==> src/rtl/resolution_line_renderer.sv <==
// Fetches one 40-bit caption row from the resolution ROM per in-band line and shifts it out as a 1-bit overlay.
// pixel_on/de_out trail de/pixel_x by one clock; no backpressure, one caption pixel per active clock.
module resolution_line_renderer #(
  parameter int unsigned X_POS = 16,
  parameter int unsigned Y_POS = 16
) (
  input  logic        i_clock,
  input  logic        i_reset_n,
  input  logic        i_line_start,
  input  logic        i_de,
  input  logic [11:0] i_pixel_x,
  input  logic [11:0] i_pixel_y,
  output logic [3:0]  o_rom_addr,
  input  logic [39:0] i_rom_q,
  output logic        o_pixel_on,
  output logic        o_de_out
);

  localparam logic [11:0] XP = X_POS[11:0];
  localparam logic [11:0] YP = Y_POS[11:0];

  typedef enum logic [2:0] {
    IDLE,
    FETCH,
    CAPTURE,
    ARMED,
    SHIFT
  } state_t;

  state_t      r_state;
  logic [3:0]  r_rom_addr;
  logic [39:0] r_shreg;
  logic [5:0]  r_cnt;
  logic        r_pixel_on;
  logic        r_de_out;

  logic [12:0] w_y_ext;
  logic [12:0] w_y_top;
  logic [12:0] w_y_end;
  logic        w_in_band;
  logic [3:0]  w_row;

  // Band end is formed in 13 bits so a caption near the bottom of the 12-bit range cannot wrap.
  assign w_y_ext   = {1'b0, i_pixel_y};
  assign w_y_top   = {1'b0, YP};
  assign w_y_end   = w_y_top + 13'd16;
  assign w_in_band = (w_y_ext >= w_y_top) && (w_y_ext < w_y_end);
  assign w_row     = i_pixel_y[3:0] - YP[3:0];

  always_ff @(posedge i_clock or negedge i_reset_n) begin
    if (!i_reset_n) begin
      r_state    <= IDLE;
      r_rom_addr <= 4'd0;
      r_shreg    <= 40'd0;
      r_cnt      <= 6'd0;
      r_pixel_on <= 1'b0;
      r_de_out   <= 1'b0;
    end else begin
      r_de_out   <= i_de;
      r_pixel_on <= 1'b0;
      if (i_line_start) begin
        // A new line always wins: abort whatever is in flight and re-evaluate the band.
        if (w_in_band) begin
          r_rom_addr <= w_row;
          r_state    <= FETCH;
        end else begin
          r_state    <= IDLE;
        end
      end else begin
        case (r_state)
          IDLE: r_state <= IDLE;
          FETCH: r_state <= CAPTURE;
          CAPTURE: begin
            r_shreg <= i_rom_q;
            r_cnt   <= 6'd0;
            r_state <= ARMED;
          end
          ARMED: begin
            if (i_de && (i_pixel_x == XP)) begin
              r_pixel_on <= r_shreg[39];
              r_shreg    <= {r_shreg[38:0], 1'b0};
              r_cnt      <= 6'd1;
              r_state    <= SHIFT;
            end
          end
          SHIFT: begin
            if (i_de) begin
              r_pixel_on <= r_shreg[39];
              r_shreg    <= {r_shreg[38:0], 1'b0};
              r_cnt      <= r_cnt + 6'd1;
              if (r_cnt == 6'd39) begin
                r_state <= IDLE;
              end
            end
          end
          default: r_state <= IDLE;
        endcase
      end
    end
  end

  assign o_rom_addr = r_rom_addr;
  assign o_pixel_on = r_pixel_on;
  assign o_de_out   = r_de_out;

endmodule
==> config.mk <==
export PLATFORM = sky130hd
export DESIGN_NAME = resolution_line_renderer
export DESIGN_NICKNAME = d
export VERILOG_FILES = /design/src/rtl/resolution_line_renderer.sv
export SDC_FILE = /design/constraint.sdc
export NUM_CORES = 1
export LEC_CHECK = 0
export ABC_AREA = 1
export CORE_ASPECT_RATIO = 0.75
export CORE_UTILIZATION = 41
export CTS_BUF_LIST = sky130_fd_sc_hd__clkbuf_4 sky130_fd_sc_hd__clkbuf_8
export CTS_CLUSTER_DIAMETER = 30
export DETAILED_ROUTE_END_ITERATION = 12
export PLACE_DENSITY = 0.75
export SLEW_MARGIN = 20
export SYNTH_ARGS = -nofsm -noshare
export SYNTH_HDL_FRONTEND = slang
export SYNTH_SLANG_ARGS = --single-unit
==> constraint.sdc <==
create_clock -name i_clock -period 1.9 [get_ports i_clock]
set_input_delay 0.38 -clock i_clock [delete_from_list [all_inputs] [get_ports i_clock]]
set_output_delay 0.38 -clock i_clock [all_outputs]
set_load 0.05 [all_outputs]
== After elaboration in Yosys (flattened, before gate mapping) ==
Index checks and enable logic that the tools add are counted.
Storage, ports and cells
  flip-flop bits (word level): 55
  bits in latches: 0
  RAM bits: 0
  bits in read-only memories: 0
  input bits: 68
  output and inout bits: 6
  word-level logic and storage cells: 43
  memories kept: 0
Cells by class
  add/subtract/negate cells: 1
  multipliers: 0
  div/mod/pow operators: 0
  magnitude comparators: 2
  equality and inequality tests: 11
  shift operators: 0
  muxes and demuxes: 16
  bitwise operators: 1
  reduce and logical (&&, ||, !) cells: 6
Operators with widths (count)
  40-bit one-hot mux with 3 select lines: 1
  40-bit two-way mux: 2
  6-bit one-hot mux with 3 select lines: 1
  12-bit by 5-bit == test with 1-bit output (second input constant): 1
  12-bit by 5-bit greater-or-equal comparator with 1-bit output (second input constant): 1
  12-bit by 6-bit < comparator with 1-bit output (second input constant): 1
  3-bit two-way mux: 4
  6-bit two-way mux: 2
  3-bit one-hot mux with 4 select lines: 1
  3-bit inequality test (second input constant): 3
  6-bit by 1-bit adder with 6-bit output (second input constant): 1
  3-bit by 2-bit == test with 1-bit output (second input constant): 2
  6-bit == test (second input constant): 1
  1-bit two-way mux: 4
  2-bit inequality test (second input constant): 2
  4-bit AND reduction: 1
  3-bit by 1-bit == test with 1-bit output (second input constant): 1
  3-bit == test (second input constant): 1
  3-bit AND reduction: 1
  3-bit nonzero test: 1
  1-bit logical AND: 2
  1-bit one-hot mux with 2 select lines: 1
  2-bit AND reduction: 1
  1-bit inverter: 1

== Logic depth before layout (Yosys ltp) ==
Gate-level depths: netlist (run 1).
  word-level depth: 5
  mapped depth: 9
  mapped depth without buffers: 8

== Worst setup path before layout (run 1) ==
OpenSTA, ideal clock, no wires.
  kind: input-to-reg
  start: input port i_pixel_x[0]
  end: register r_cnt[0]
  library setup time: 65 ps
  data arrival time: 1370 ps
  data required time: 1835 ps
  setup slack: 465 ps
  stages: 8
  cell sequence: or2_1 > nor2_1 > nand3_1 > nand2_1 > buf_2 > buf_2 > nand3_1 > nand2_1
On the way
  cells in the longest elaborated chain, start to end: 4
Ends and longest elaborated chain
  start, declared: line 11  | input logic [11:0] i_pixel_x,
  12-bit by 5-bit == test with 1-bit output: line 79  | if (i_de && (i_pixel_x == XP)) begin
  1-bit logical AND: line 79
  2-bit inequality test (no line)
  4-bit AND reduction (no line)
  end signal, assigned: line 90  | r_cnt <= r_cnt + 6'd1;
  end, declared: line 33  | logic [5:0] r_cnt;
No other way between the ends.
A chain may end at the register's enable or synchronous reset.

== Worst setup path in the final report (run 1) ==
  start: register r_rom_addr[0] (netlist: o_rom_addr[0])
  end: output port o_rom_addr[0]
RTL lines
  start, declared: line 31  | logic [3:0] r_rom_addr;
  start signal, assigned: line 64  | r_rom_addr <= w_row;
  end, declared: line 13  | output logic [3:0] o_rom_addr,
No word-level cell between the ends.

==> impl_metrics.py, run 1 <==
metrics = {
    "outcome": {
        "status": "finished clean",
    },
    "clocking": {
        "postCtsSetupBuffers": 0,
        "clock_sinks": 55,
        "ctsLongestPathBuffers": 2,
        "insertion_delay_ps": 310,
        "post_cts_resize_count": 0,
        "clk_pin_slew_worst_paths_ps": 100,
        "cts_tree": "done",
        "cts-hold-fix-buffers": 0,
        "cts.htree.levels": 2,
        "clockRootBuffer": "clkbuf_8",
        "total_cts_buffers": 5,
    },
    "worst_setup_path": {
        "crit_path_end_kind": "output port",
        "cp_data_arrival_time_ps": 1470,
        "type_of_origin_of_the_critical_path": "flip-flop",
        "critical-path-top-delay-family": "buffers and inverters",
        "slowest_delay_ps": 810,
        "worst_path_max_delay_cell": "clkdlybuf4s50_1",
        "cp_max_fo": 2,
        "cp.buffers_inverters": 1,
        "rr_startpoint": "r_state[2]$_DFFE_PN0P_",
        "critical_path.startpoint": "o_rom_addr[0]$_DFFE_PN0P_",
        "worstSetupPathType": "reg -> out",
        "required_ps": 1520,
        "crit_path_cell_trace": "clkdlybuf4s50_1",
    },
    "yosys": {
        "synth_nets": 493,
        "ys_warn_count": 0,
        "synth_seq_area_share_pct": 45.97,
        "yosysUniqueCellTypes": 26,
        "ys_top_cells_by_area": "dfrtp_1 (46%), nand2_1 (25%), nand3_1 (15%), nor2_1 (2.6%), buf_2 (2.2%)",
        "yosys.area.top_type": "dfrtp_1",
        "synth_largest_type_area_fraction_pct": 45.97,
        "post_synth_instance_area_sq_um": 2994,
        "synthesis.area_per_instance_sq_um": 7.062,
        "ys_ff_latch": 55,
        "post_synth_inst_count": 424,
    },
    "sta": {
        "period_share_pct": 97.27,
        "fmaxAchievable_mhz": 541.1,
        "report.final.hold_viol_count": 0,
        "max_slew.worst_pin.slew_ps": 502.4,
        "final-setup-viol-count": 0,
        "finalClockSkew_ps": 7.279,
        "final.hold.worst_slack_ps": 45.24,
        "timing.final.max_slew_violations": 0,
        "unrepaired_setup_endpoints_after_global_routing": "false",
        "worst_slack_ps": 51.87,
        "finalCriticalPeriod_ps": 1848,
        "slew_headroom_pct": 66.40,
    },
    "cells_and_area": {
        "fraction_of_layout_instances_using_a_drive_strength_above_1_pct": 5.930,
        "fin_area_sq_um": 3933,
        "antenna_cells_inserted": 0,
        "area.growth.synth_to_final_pct": 31.34,
        "utilization_pct": 56.75,
        "final.fill_count": 647,
        "num-nets-final": 557,
    },
    "hold_path": {
        "hp-class": "in -> async",
    },
    "pwr": {
        "max-vdd-ir-drop_mv": 0.3345,
        "clk_network_pwr_share_pct": 24.6,
        "share_comb_of_total_power_pct": 18.2,
        "p_int_uw": 2131,
        "power.density_nw_per_um2": 745.4,
        "switchingPower_uw": 800.5,
        "share_seq_of_total_power_pct": 57.3,
        "switching_share_pct": 27.31,
        "leakage_power_total_uw": 0.002006,
        "p_total_uw": 2931,
    },
    "routing": {
        "vias": 2857,
        "dr.first_iter.drc_count": 214,
        "drtAntennaViolNets": 0,
        "first_pass_iteration_count_of_the_detailed_router": 5,
        "drc": 0,
        "vias_per_cell": 4.867,
        "wl_per_cell_microns": 11.62,
        "finalWirelength_microns": 6820,
    },
    "floorplanning": {
        "placementRows": 26,
        "coreArea_sq_um": 6929,
        "boundaryPins": 74,
        "fp.dieArea_sq_um": 7652,
        "dieHeight_microns": 76.01,
        "fp.dieW_microns": 100.7,
        "initial_core_utilization_pct": 43.21,
    },
    "grt": {
        "grt_first_pass_wirelength_microns": 11690,
        "globalRouteOverflowTotal": 0,
        "grt_max_degree": 56,
        "antenna_found_initial": 0,
        "grt_use_total_pct": 18.57,
        "first_global_vias": 2693,
    },
    "placement": {
        "io_buffers": 73,
        "place_area_sq_um": 3829,
        "dp_slack_ps": -36.52,
        "gp_routability_congestion": 0.7575,
        "dpl.hpwl_microns": 4436,
    },
    "flow_run": {
        "max_cap_viol_count": 0,
    },
}
==> layer usage <==
metal,vias to the layer above,track usage [%],wire (microns)
li1,1474,-,-
met2,100,30.34,3028
met3,9,3.761,497
met5,-,0,0
met4,0,5.362,78
met1,1274,24.99,3215
==> stage by stage <==
stage / TNS [ps] / instances
6_report: 0 / 587
5_1_grt: 0 / 587
4_1_cts: 0 / 587
3_5_place_dp: -1058 / 579
3_3_place_gp: 0 / 579
2_1_floorplan: 0 / 424
==> flip-flops by register name, summed over array words and instances, names as in the netlist <==
signal and flops:
o_rom_addr 4, o_pixel_on 1, r_shreg 40, r_state 3, r_cnt 6, o_de_out 1
==> placed cells by master (no fill, tap or decap), types with 2 or more instances in the layout <==
| cell type | synthesis | routed |
|---|---|---|
| a21oi_1 | 2 | 2 |
| buf_12 | 0 | 4 |
| buf_4 | 1 | 7 |
| clkbuf_8 | 0 | 7 |
| clkdlybuf4s50_1 | 0 | 72 |
| dfrtp_1 | 55 | 55 |
| inv_1 | 12 | 12 |
| nand2_1 | 196 | 196 |
| nand2_2 | 2 | 2 |
| nand3_1 | 90 | 90 |
| nand3_2 | 2 | 2 |
| nand4_1 | 2 | 2 |
| nor2_1 | 21 | 21 |
| nor3_1 | 3 | 3 |
| o21ai_0 | 2 | 2 |
==> path summary, 6_finish.rpt <==
kind,to,slack (ps),cells past startpoint
setup / recovery,o_rom_addr[0],50,1
hold / removal,o_de_out$_DFF_PN0_,50,2
setup reg to reg,r_shreg[20]$_DFFE_PN0P_,250,9
hold reg to reg,o_rom_addr[1]$_DFFE_PN0P_,480,2
max in group asynchronous,r_cnt[2]$_DFFE_PN0P_,1600,2
min in group i_clock,o_rom_addr[1]$_DFFE_PN0P_,480,2
==> synth_stat cells, drive strengths merged <==
| library cell | instances |
|---|---|
| nand2 | 198 |
| nand3 | 92 |
| dfrtp | 55 |
| nor2 | 22 |
| buf | 21 |
| inv | 13 |
| clkbuf | 6 |
| nor3 | 4 |
| o21ai | 3 |
| a21oi | 2 |
| nand4 | 2 |
| or2 | 2 |
| a31oi | 1 |
| ha | 1 |
| o21bai | 1 |
| xor2 | 1 |
==> logic make-up after synthesis <==
kind of cell / share of synthesized area (%)
AND/OR/NAND/NOR: 45.22
adder cells (fa/ha/maj): 0.4178
buffers and inverters: 6.686
AO/OA/AOI/OAI: 1.421
XOR/XNOR: 0.2926
flip-flops: 45.97
==> power by group through the flow <==
stage | logic [uW] | registers, uW | clock network, uW
after floorplan | 291 | 1670 | 0
after global placement | 511 | 1690 | 0
after detailed placement | 547 | 1690 | 0
after CTS | 542 | 1670 | 736
after global routing | 613 | 1710 | 767
final | 532 | 1680 | 721
==> final cells by class <==
type,instances,area [sq um],share of cell area (%)
multi-input combinational,329,1423,36.18
timing repair buffer,84,858.3,21.83
tap,98,122.6,3.118
clock buffer,8,103.9,2.641
inverter,13,48.80,1.241
sequential,55,1376,35.00
Power figures use the tool's default switching activity.
==> run 2: changes to the inputs <==
--- a/config.mk
+++ b/config.mk
@@ -11,6 +11,7 @@
 export CTS_BUF_LIST = sky130_fd_sc_hd__clkbuf_4 sky130_fd_sc_hd__clkbuf_8
 export CTS_CLUSTER_DIAMETER = 30
 export DETAILED_ROUTE_END_ITERATION = 12
+export HOLD_SLACK_MARGIN = 0.15
 export PLACE_DENSITY = 0.75
 export SLEW_MARGIN = 20
 export SYNTH_ARGS = -nofsm -noshare
==> constraint.sdc (replaced) <==
create_clock -name i_clock -period 2.01 [get_ports i_clock]
set_input_delay 0.402 -clock i_clock [delete_from_list [all_inputs] [get_ports i_clock]]
set_output_delay 0.402 -clock i_clock [all_outputs]
set_load 0.05 [all_outputs]
==> impl_metrics.py, run 2 (synthesis gave the netlist of run 1 again) <==
metrics = {
    "outcome": {
        "status": "finished clean",
    },
    "cells_and_area": {
        "antenna_cells_inserted": 0,
        "fraction_of_layout_instances_using_a_drive_strength_above_1_pct": 6.110,
        "layout.cells.most_common": "nand2_1",
        "post_route_non_filler_standard_cell_count": 589,
        "num-nets-final": 560,
        "final.fill_count": 686,
        "area.growth.synth_to_final_pct": 31.63,
        "commonest_cells_after_routing_fill_and_taps_aside": "nand2_1 (196), nand3_1 (90), clkdlybuf4s50_1 (72)",
        "fin_area_sq_um": 3941,
        "largest_register_ff_count": 40,
        "regMostFlops": "r_shreg",
    },
    "routing": {
        "finalWirelength_microns": 7012,
        "first_pass_iteration_count_of_the_detailed_router": 6,
        "drtAntennaViolNets": 0,
        "vias": 2893,
        "drc": 0,
        "wl_per_cell_microns": 11.90,
        "vias_per_cell": 4.912,
        "dr.first_iter.drc_count": 226,
    },
    "clocking": {
        "postCtsSetupBuffers": 0,
        "total_cts_buffers": 5,
        "ctsLongestPathBuffers": 2,
        "clockRootBuffer": "clkbuf_8",
        "post_cts_resize_count": 0,
        "clock_sinks": 55,
        "cts.htree.levels": 2,
        "cts_tree": "done",
        "cts-hold-fix-buffers": 1,
        "clk_pin_slew_worst_paths_ps": 90,
        "insertion_delay_ps": 290,
    },
    "flow_run": {
        "max_cap_viol_count": 0,
    },
    "grt": {
        "grt_use_total_pct": 19.64,
        "globalRouteOverflowTotal": 0,
        "first_global_vias": 2767,
        "grt_first_pass_wirelength_microns": 12190,
        "grt_max_degree": 47,
        "antenna_found_initial": 0,
    },
    "worst_setup_path": {
        "crit_path_cell_trace": "clkdlybuf4s50_1",
        "critical_path.startpoint": "o_rom_addr[3]$_DFFE_PN0P_",
        "worst_path_max_delay_cell": "clkdlybuf4s50_1",
        "critical-path-top-delay-family": "buffers and inverters",
        "cp_max_fo": 2,
        "worstSetupPathType": "reg -> out",
        "cp_data_arrival_time_ps": 1470,
        "cp.buffers_inverters": 1,
        "crit_path_end_kind": "output port",
        "slowest_delay_ps": 810,
        "required_ps": 1610,
        "rr_startpoint": "r_state[1]$_DFFE_PN0P_",
        "type_of_origin_of_the_critical_path": "flip-flop",
    },
    "sta": {
        "unrepaired_setup_endpoints_after_global_routing": "false",
        "slew_headroom_pct": 66.76,
        "report.final.hold_viol_count": 0,
        "finalCriticalPeriod_ps": 1869,
        "max_slew.worst_pin.slew_ps": 497.0,
        "timing.final.max_slew_violations": 0,
        "period_share_pct": 93.01,
        "finalClockSkew_ps": 3.756,
        "fmaxAchievable_mhz": 534.9,
        "worst_slack_ps": 140.6,
        "timing.setup.tns_ps": 0,
        "final-setup-viol-count": 0,
    },
    "placement": {
        "gp_routability_congestion": 0.7622,
        "place_area_sq_um": 3844,
        "dp_slack_ps": 17.71,
        "io_buffers": 73,
        "dpl.hpwl_microns": 4769,
        "placed_cells_incl_taps": 581,
    },
    "pwr": {
        "max-vdd-ir-drop_mv": 0.2579,
        "leakage_power_total_uw": 0.002014,
        "p_total_uw": 2695,
        "power.density_nw_per_um2": 683.9,
    },
    "floorplanning": {
        "fp.dieW_microns": 100.7,
        "placementRows": 26,
        "boundaryPins": 74,
        "fp.dieArea_sq_um": 7652,
        "coreArea_sq_um": 6929,
        "dieHeight_microns": 76.01,
        "initial_core_utilization_pct": 43.21,
    },
    "hold_path": {
        "hp-class": "in -> async",
    },
}
run 2: cell count changes in the layout (fill, tap and decap cells not counted), sizes merged:
cell | before | now
clkbuf | 8 | 6
dlygate4sd3 | 0 | 1
buf | 12 | 14
clkinv | 0 | 1
run 2: cell type report:
| class | instances | area, sq um | share of cell area (%) |
|---|---|---|---|
| Clock buffer | 6 | 82.58 | 2.095 |
| Clock inverter | 1 | 5.005 | 0.1270 |
| Inverter | 13 | 48.80 | 1.238 |
| Multi-Input combinational cell | 329 | 1423 | 36.10 |
| Sequential cell | 55 | 1376 | 34.92 |
| Tap cell | 98 | 122.6 | 3.111 |
| Timing Repair Buffer | 87 | 883.3 | 22.41 |
run 2: final timing paths:
check	endpoint	slack [ps]	depth (start not counted)
min	o_rom_addr[0]$_DFFE_PN0P_	460	2
max	o_rom_addr[3]	140	1
max in group asynchronous	r_shreg[13]$_DFFE_PN0P_	990	3
min in group i_clock	r_shreg[26]$_DFFE_PN0P_	480	2
max reg2reg	r_shreg[11]$_DFFE_PN0P_	250	9
min reg2reg	r_shreg[26]$_DFFE_PN0P_	480	2
run 2: layer usage:
metal / GRT usage (%) / share of wire [%] / vias to the layer above
li1: - / - / 1480
met4: 4.638 / 0.24 / 0
met3: 3.119 / 6.0 / 2
met2: 33.42 / 46 / 95
met1: 26.24 / 48 / 1316
met5: 0 / 0 / -
run 2: worst reg2reg max path, cell delays in order, from the launching register on:
cell,delay (ps)
dfrtp_1,410
inv_1,110
nand3_2,290
nand2_2,190
nor2_1,80
nor2_4,150
nand2_2,90
buf_4,190
nand2_1,80
nand2_1,60
run 2: power breakdown:
group          switching, uW  total, uW  internal (uW)
sequential               175       1590           1420
clock                    333        604            271
combinational            232        501            269
run 2: stage by stage:
step                      util, %  hold WS (ps)
after CTS                   56.88         449.3
after global routing        56.88         463.0
after global placement      55.47         224.1
after floorplan                 -         106.4
after detailed placement    55.47         227.2
final                       56.88         461.8
==> run 3: changes to the inputs <==
--- a/config.mk
+++ b/config.mk
@@ -9,10 +9,11 @@
 export CORE_ASPECT_RATIO = 0.75
 export CORE_UTILIZATION = 41
 export CTS_BUF_LIST = sky130_fd_sc_hd__clkbuf_4 sky130_fd_sc_hd__clkbuf_8
-export CTS_CLUSTER_DIAMETER = 30
+export CTS_CLUSTER_DIAMETER = 100
 export DETAILED_ROUTE_END_ITERATION = 12
 export HOLD_SLACK_MARGIN = 0.15
 export PLACE_DENSITY = 0.75
+export SKIP_CTS_REPAIR_TIMING = 1
 export SLEW_MARGIN = 20
 export SYNTH_ARGS = -nofsm -noshare
 export SYNTH_HDL_FRONTEND = slang
==> impl_metrics.py, run 3 (synthesis gave the netlist of run 1 again) <==
metrics = {
    "cells_and_area": {
        "regMostFlops": "r_shreg",
        "largest_register_ff_count": 40,
        "area.growth.synth_to_final_pct": 31.63,
        "post_route_non_filler_standard_cell_count": 589,
        "commonest_cells_after_routing_fill_and_taps_aside": "nand2_1 (196), nand3_1 (90), clkdlybuf4s50_1 (72)",
        "num-nets-final": 560,
        "layout.cells.most_common": "nand2_1",
        "antenna_cells_inserted": 0,
        "fraction_of_layout_instances_using_a_drive_strength_above_1_pct": 6.110,
    },
    "placement": {
        "dpl.hpwl_microns": 4769,
        "io_buffers": 73,
        "gp_routability_congestion": 0.7622,
        "placed_cells_incl_taps": 581,
    },
    "worst_setup_path": {
        "worstSetupPathType": "reg -> out",
        "worst_path_max_delay_cell": "clkdlybuf4s50_1",
        "crit_path_cell_trace": "clkdlybuf4s50_1",
        "crit_path_end_kind": "output port",
        "slowest_delay_ps": 810,
        "reg2reg_depth": 9,
        "type_of_origin_of_the_critical_path": "flip-flop",
        "rr_startpoint": "r_state[1]$_DFFE_PN0P_",
        "cp.buffers_inverters": 1,
        "regToRegSetupSlack_ps": 250,
        "cp_data_arrival_time_ps": 1470,
        "r2r_end": "r_shreg[11]$_DFFE_PN0P_",
        "critical_path.startpoint": "o_rom_addr[3]$_DFFE_PN0P_",
        "required_ps": 1610,
        "critical-path-top-delay-family": "buffers and inverters",
        "cp_max_fo": 2,
    },
    "floorplanning": {
        "fp.dieArea_sq_um": 7652,
        "boundaryPins": 74,
        "initial_core_utilization_pct": 43.21,
        "placementRows": 26,
        "fp.dieW_microns": 100.7,
        "coreArea_sq_um": 6929,
        "dieHeight_microns": 76.01,
    },
    "clocking": {
        "cts.htree.levels": 2,
        "clockRootBuffer": "clkbuf_8",
        "ctsLongestPathBuffers": 2,
        "cts_tree": "done",
        "clk_pin_slew_worst_paths_ps": 90,
        "clock_sinks": 55,
        "total_cts_buffers": 5,
        "insertion_delay_ps": 290,
    },
    "sta": {
        "final-setup-viol-count": 0,
        "slew_headroom_pct": 66.76,
        "timing.setup.tns_ps": 0,
        "fmaxAchievable_mhz": 534.9,
        "report.final.hold_viol_count": 0,
        "period_share_pct": 93.00,
        "timing.final.max_slew_violations": 0,
        "finalCriticalPeriod_ps": 1869,
        "finalClockSkew_ps": 4.092,
        "max_slew.worst_pin.slew_ps": 497.0,
        "unrepaired_setup_endpoints_after_global_routing": "false",
    },
    "flow_run": {
        "max_cap_viol_count": 0,
    },
    "routing": {
        "first_pass_iteration_count_of_the_detailed_router": 7,
        "dr.first_iter.drc_count": 228,
        "vias_per_cell": 4.905,
        "wl_per_cell_microns": 11.88,
        "vias": 2889,
        "finalWirelength_microns": 7000,
        "drtAntennaViolNets": 0,
        "drc": 0,
    },
    "hold_path": {
        "hp-class": "in -> async",
    },
    "grt": {
        "globalRouteOverflowTotal": 0,
        "first_global_vias": 2747,
        "antenna_found_initial": 0,
        "grt_first_pass_wirelength_microns": 12140,
        "grt_max_degree": 47,
        "grt_use_total_pct": 19.56,
    },
    "pwr": {
        "power.density_nw_per_um2": 683.5,
        "leakage_power_total_uw": 0.002014,
        "max-vdd-ir-drop_mv": 0.2576,
    },
    "outcome": {
        "status": "finished clean",
    },
}
-- run 3: report_power, final --
part | switching, uW | leakage (uW) | internal, uW | total (uW)
clock | 332 | 0.0000470 | 271 | 603
combinational | 231 | 0.00125 | 269 | 500
sequential | 174 | 0.000713 | 1420 | 1590
-- run 3: layout make-up --
class,count,area (sq um)
Fill cell,683,2988
Clock buffer,6,82.58
Multi-Input combinational cell,329,1423
Timing Repair Buffer,87,883.3
Clock inverter,1,5.005
Tap cell,98,122.6
Inverter,13,48.80
Sequential cell,55,1376
-- run 3: how the worst max path moves through the flow --
stage / to / cells past startpoint
4_1_cts: o_rom_addr[3] / 1
3_3_place_gp: r_shreg[11]$_DFFE_PN0P_ / 9
6_report: o_rom_addr[3] / 1
5_1_grt: r_shreg[39]$_DFFE_PN0P_ / 9
3_5_place_dp: r_shreg[11]$_DFFE_PN0P_ / 9
2_1_floorplan: r_cnt[0]$_DFFE_PN0P_ / 8
-- run 3: metal layers --
metal | vias up | global-route usage (%) | wire length [microns]
met5 | - | 0 | 0
met4 | 0 | 4.638 | 17
met3 | 2 | 3.211 | 381
met2 | 86 | 33.15 | 3216
met1 | 1322 | 26.18 | 3385
li1 | 1479 | - | -
-- run 3: metrics by stage --
step	worst slack (ps)	total power, uW	area [sq um]	hold WS (ps)	utilization (%)
after global placement	81.87	2077	3844	224.1	55.47
after global routing	78.29	2901	3941	463.9	56.88
after CTS	128.1	2722	3931	-100.5	56.74
final	140.7	2694	3941	458.0	56.88
after floorplan	553.2	1851	2994	106.4	-
after detailed placement	17.71	2111	3844	227.2	55.47
